## src/rtl/sync_debounce_edge.sv

```systemverilog
// Resynchronises a raw level, debounces it and emits a registered level plus rise/fall pulses.
// Define TOGGLE_OUT_EN to add the Toggle output (inverts on every debounced rising edge).
module sync_debounce_edge #(
  parameter int SYNC_STAGES     = 2,
  parameter int DEBOUNCE_CYCLES = 4,
  parameter int CNT_W           = 3
) (
  input  logic Clck,
  input  logic Rst_n,
  input  logic Din,
  input  logic En,
  output logic Q,
  output logic Rise,
  output logic Fall,
`ifdef TOGGLE_OUT_EN
  output logic Busy,
  output logic Toggle
`else
  output logic Busy
`endif
);

  typedef enum logic {
    STABLE = 1'b0,
    COUNT  = 1'b1
  } state_t;

  localparam logic [CNT_W-1:0] CNT_LAST = CNT_W'(DEBOUNCE_CYCLES - 1);

  state_t                 state_q, state_d;
  logic [SYNC_STAGES-1:0] sync_q, sync_d;
  logic [CNT_W-1:0]       cnt_q, cnt_d;
  logic                   q_q, q_d;
  logic                   rise_q, rise_d;
  logic                   fall_q, fall_d;
  logic                   busy_q, busy_d;
  logic                   s;

  assign s = sync_q[SYNC_STAGES-1];

  always_comb begin
    sync_d  = {sync_q[SYNC_STAGES-2:0], Din};
    state_d = state_q;
    cnt_d   = cnt_q;
    q_d     = q_q;
    rise_d  = 1'b0;
    fall_d  = 1'b0;
    case (state_q)
      STABLE: begin
        if (En && (s != q_q)) begin
          // A single required sample needs no counting state at all.
          if (DEBOUNCE_CYCLES == 1) begin
            q_d    = s;
            rise_d = s;
            fall_d = ~s;
          end else begin
            state_d = COUNT;
            cnt_d   = CNT_W'(1);
          end
        end
      end
      COUNT: begin
        if (s == q_q) begin
          state_d = STABLE;
          cnt_d   = '0;
        end else if (En) begin
          if (cnt_q == CNT_LAST) begin
            q_d     = s;
            state_d = STABLE;
            cnt_d   = '0;
            rise_d  = s;
            fall_d  = ~s;
          end else begin
            cnt_d = cnt_q + CNT_W'(1);
          end
        end
      end
      default: begin
        state_d = STABLE;
        cnt_d   = '0;
      end
    endcase
    busy_d = (state_d == COUNT);
  end

  always_ff @(posedge Clck) begin
    if (!Rst_n) begin
      sync_q  <= '0;
      state_q <= STABLE;
      cnt_q   <= '0;
      q_q     <= 1'b0;
      rise_q  <= 1'b0;
      fall_q  <= 1'b0;
      busy_q  <= 1'b0;
    end else begin
      sync_q  <= sync_d;
      state_q <= state_d;
      cnt_q   <= cnt_d;
      q_q     <= q_d;
      rise_q  <= rise_d;
      fall_q  <= fall_d;
      busy_q  <= busy_d;
    end
  end

  assign Q    = q_q;
  assign Rise = rise_q;
  assign Fall = fall_q;
  assign Busy = busy_q;

`ifdef TOGGLE_OUT_EN
  logic toggle_q, toggle_d;

  always_comb begin
    toggle_d = toggle_q ^ rise_d;
  end

  always_ff @(posedge Clck) begin
    if (!Rst_n) begin
      toggle_q <= 1'b0;
    end else begin
      toggle_q <= toggle_d;
    end
  end

  assign Toggle = toggle_q;
`endif

endmodule

```

## config.mk

```make
export PLATFORM = sky130hd
export DESIGN_NAME = sync_debounce_edge
export DESIGN_NICKNAME = d
export VERILOG_FILES = /design/src/rtl/sync_debounce_edge.sv
export SDC_FILE = /design/constraint.sdc
export NUM_CORES = 1
export LEC_CHECK = 0
export BUFFER_PORTS_ARGS = -buffer_cell sky130_fd_sc_hd__buf_4
export CAP_MARGIN = 0
export CORE_AREA = 3 3 40 42
export DETAILED_ROUTE_END_ITERATION = 7
export DIE_AREA = 0 0 43 45
export RECOVER_POWER = 100
export SLEW_MARGIN = 20
export SYNTH_ARGS = -nofsm -noshare
export SYNTH_HDL_FRONTEND = slang
export SYNTH_SLANG_ARGS = --single-unit
export TNS_END_PERCENT = 50
```

## constraint.sdc

```tcl
create_clock -name Clck -period 1.7 [get_ports Clck]
set_clock_uncertainty 0.15 [all_clocks]
set_input_delay 0.255 -clock Clck [delete_from_list [all_inputs] [get_ports Clck]]
set_output_delay 0.255 -clock Clck [all_outputs]
set_load 0.1 [all_outputs]
```

==> impl_metrics.env <==
export IMPL_status="finished, final reports clean"
export IMPL_root_buffer="clkbuf_4"
export IMPL_cp_slowest_cell="clkbuf_2"
export IMPL_synth_xor_area_share_pct=6.49
export IMPL_rsz0062_at_grt="false"
export IMPL_clock_sinks=9
export IMPL_worstHoldStart="Din"
export IMPL_first_iter_violations=8
export IMPL_gr_total_overflow=0
export IMPL_clockBufferDepth=2
export IMPL_cts_setup_buffers=0
export IMPL_drive_above_1_share_pct=25.5
export IMPL_synth_fa_ha_area_share_pct=3.25
export IMPL_grtUsageTotal_pct=7.20
export IMPL_avgRoutedWirePerCell_um=10.4
export IMPL_setup_violations=0
export IMPL_synth_compound_area_share_pct=12.0
export IMPL_synth_cells=37
export IMPL_row_count=13
export IMPL_ys_types=22
export IMPL_io_pins=8
export IMPL_crit_type="reg -> out"
export IMPL_syn_cell_area_um2=385
export IMPL_ant_nets=0
export IMPL_antenna_found_initial=0
export IMPL_coreArea_um2=1280
export IMPL_synth_simple_area_share_pct=26.6
export IMPL_routed_wl_um=645
export IMPL_cts_tree="built"
export IMPL_cp_max_fo=7
export IMPL_num_vias=299
export IMPL_synth_warnings=0
export IMPL_fillers=129
export IMPL_worstSkewPairLatency_ns=0.26
export IMPL_place_gp_congestion=0.798
export IMPL_cp_top_family="buffers and inverters"
export IMPL_initial_core_util_pct=30.0
export IMPL_via_per_inst=4.82
export IMPL_finalMaxSlewViolations=0
export IMPL_stdcell_count=62
export IMPL_crit_required_ns=1.29
export IMPL_cts_resized_gates=0
export IMPL_max_cap_violations=0
export IMPL_fin_nets=53
export IMPL_most_common_layout_cells="dfxtp_1 (7), o21ai_0 (3), clkbuf_4 (3), buf_4 (3), clkbuf_2 (3)"
export IMPL_grt_max_degree=13
export IMPL_synth_top_family_by_area="simple AND/OR/NAND/NOR gates"
export IMPL_grt_pass1_wl_um=979
export IMPL_crit_path_start="Busy$_SDFF_PN0_"
export IMPL_grt_pass1_vias=226
export IMPL_power_uw=403
export IMPL_mostFrequentLayoutCell="dfxtp_1"
export IMPL_powerDensity_nw_per_um2=859
export IMPL_drc=0
export IMPL_dieArea_um2=1940
export IMPL_finalCritPeriodShare_pct=88.2
export IMPL_muxShareOfSynthArea_pct=2.60
export IMPL_slew_headroom_pct=64.2
export IMPL_dp_cells=58
export IMPL_p_leak_nw=0.199
export IMPL_start_kind="flop"
export IMPL_synth_seq_cells=9
export IMPL_endpoint_kind="primary output"
export IMPL_worst_path_largest_cell_delay_ns=0.47
export IMPL_drtPass1Iterations=4
export IMPL_diodes=0
export IMPL_path_cells="clkbuf_2"
export IMPL_hold_buffers=0
export IMPL_ys_seq_area_share_pct=46.8
export IMPL_htreeDepth=1
export IMPL_path_clk_slew_ns=0.06
export IMPL_io_buffers=7
export IMPL_syn_num_nets=42
export IMPL_fmax_ghz=0.667
export IMPL_path_buf_inv=1
export IMPL_fp_dieH_um=45
export IMPL_worst_pin_slew_ns=0.539
export IMPL_cts_buffers=3
export IMPL_critical_path_arrival_ns=1.09
export IMPL_worstReg2RegStart="cnt_q[0]$_SDFFE_PN0P_"
export IMPL_ir_drop_v=0.000389
export IMPL_hold_violations=0
export IMPL_hp_class="in -> reg"
export IMPL_area_growth_pct=21.8
export IMPL_fin_setup_tns_ns=0
export IMPL_fin_crit_ns=1.50
export IMPL_syn_avg_cell_area_um2=10.4
export IMPL_die_w_um=43
export IMPL_rrSetupSlack_ns=0.38
[area by class of cell]
cell class                 count  area, um^2  area share (%)
sequential                     9         183            38.9
tap                           15        18.8            4.00
multi-input combinational     26         196            41.9
timing repair buffer           7        41.3            8.80
inverter                       1        3.75           0.800
clock buffer                   4        26.3            5.60
[Yosys cell counts]
master / number / area (um^2)
nand2_1: 2 / 7.51
xor2_2: 1 / 16.3
ha_1: 1 / 12.5
dfxtp_1: 9 / 180
nand3_1: 2 / 10.0
nor3b_1: 2 / 15.0
and4b_1: 1 / 10.0
and2_1: 2 / 12.5
xnor2_1: 1 / 8.76
and3b_1: 1 / 8.76
nand4b_1: 1 / 8.76
o21ai_0: 3 / 15.0
a41o_1: 1 / 10.0
a32o_1: 1 / 10.0
nor2b_1: 2 / 12.5
and3_1: 1 / 6.26
nor3_1: 1 / 5.00
mux2i_1: 1 / 10.0
buf_2: 1 / 5.00
inv_1: 1 / 3.75
nand4_1: 1 / 6.26
o2111a_1: 1 / 11.3
[sequential cells by signal (all words and copies together), names as in the netlist]
signal and flops:
Busy 1, Fall 1, Q 1, Rise 1
cnt_q 3, sync_q 2
[worst paths after layout]
path                                to  cells past startpoint
setup / recovery                  Busy                      1
hold / removal    sync_q[0]$_SDFF_PN0_                      2
setup reg to reg       Fall$_SDFF_PP0_                      4
hold reg to reg   sync_q[1]$_SDFF_PN0_                      1
[power by group]
group          internal (mW)  switching, mW
registers              0.215        0.00337
clock network         0.0903         0.0727
logic                0.00941         0.0126
[per-stage QoR]
step	utilization, %	hold WS [ns]	worst slack (ns)	area [um^2]
finish	36.5	0.0565	0.200	469
global route	36.5	0.0558	0.141	469
CTS	37.4	0.0456	0.308	480
detailed placement	35.3	0.269	0.404	454
global placement	35.3	0.267	0.421	454
floorplan	-	0.232	0.156	388
[metal layers]
layer  routed length (um)  GRT usage (%)  share of wire, %  vias to the layer above
met2                  277           9.58                43                       11
met1                  297           8.80                46                      130
met5                    0              0                 0                        -
met4                    6           1.81              0.93                        0
li1                     -              -                 -                      156
met3                   63           5.98               9.8                        2
[logic make-up after synthesis]
family                     Yosys count
DFF                                  9
muxes                                1
buffers and inverters                2
adders and majority gates            1
AOI/OAI and AO/OA                    6
and+or+nand+nor                     16
xor gates and xnor gates             2
No activity file was read; power rests on OpenSTA's default activity.
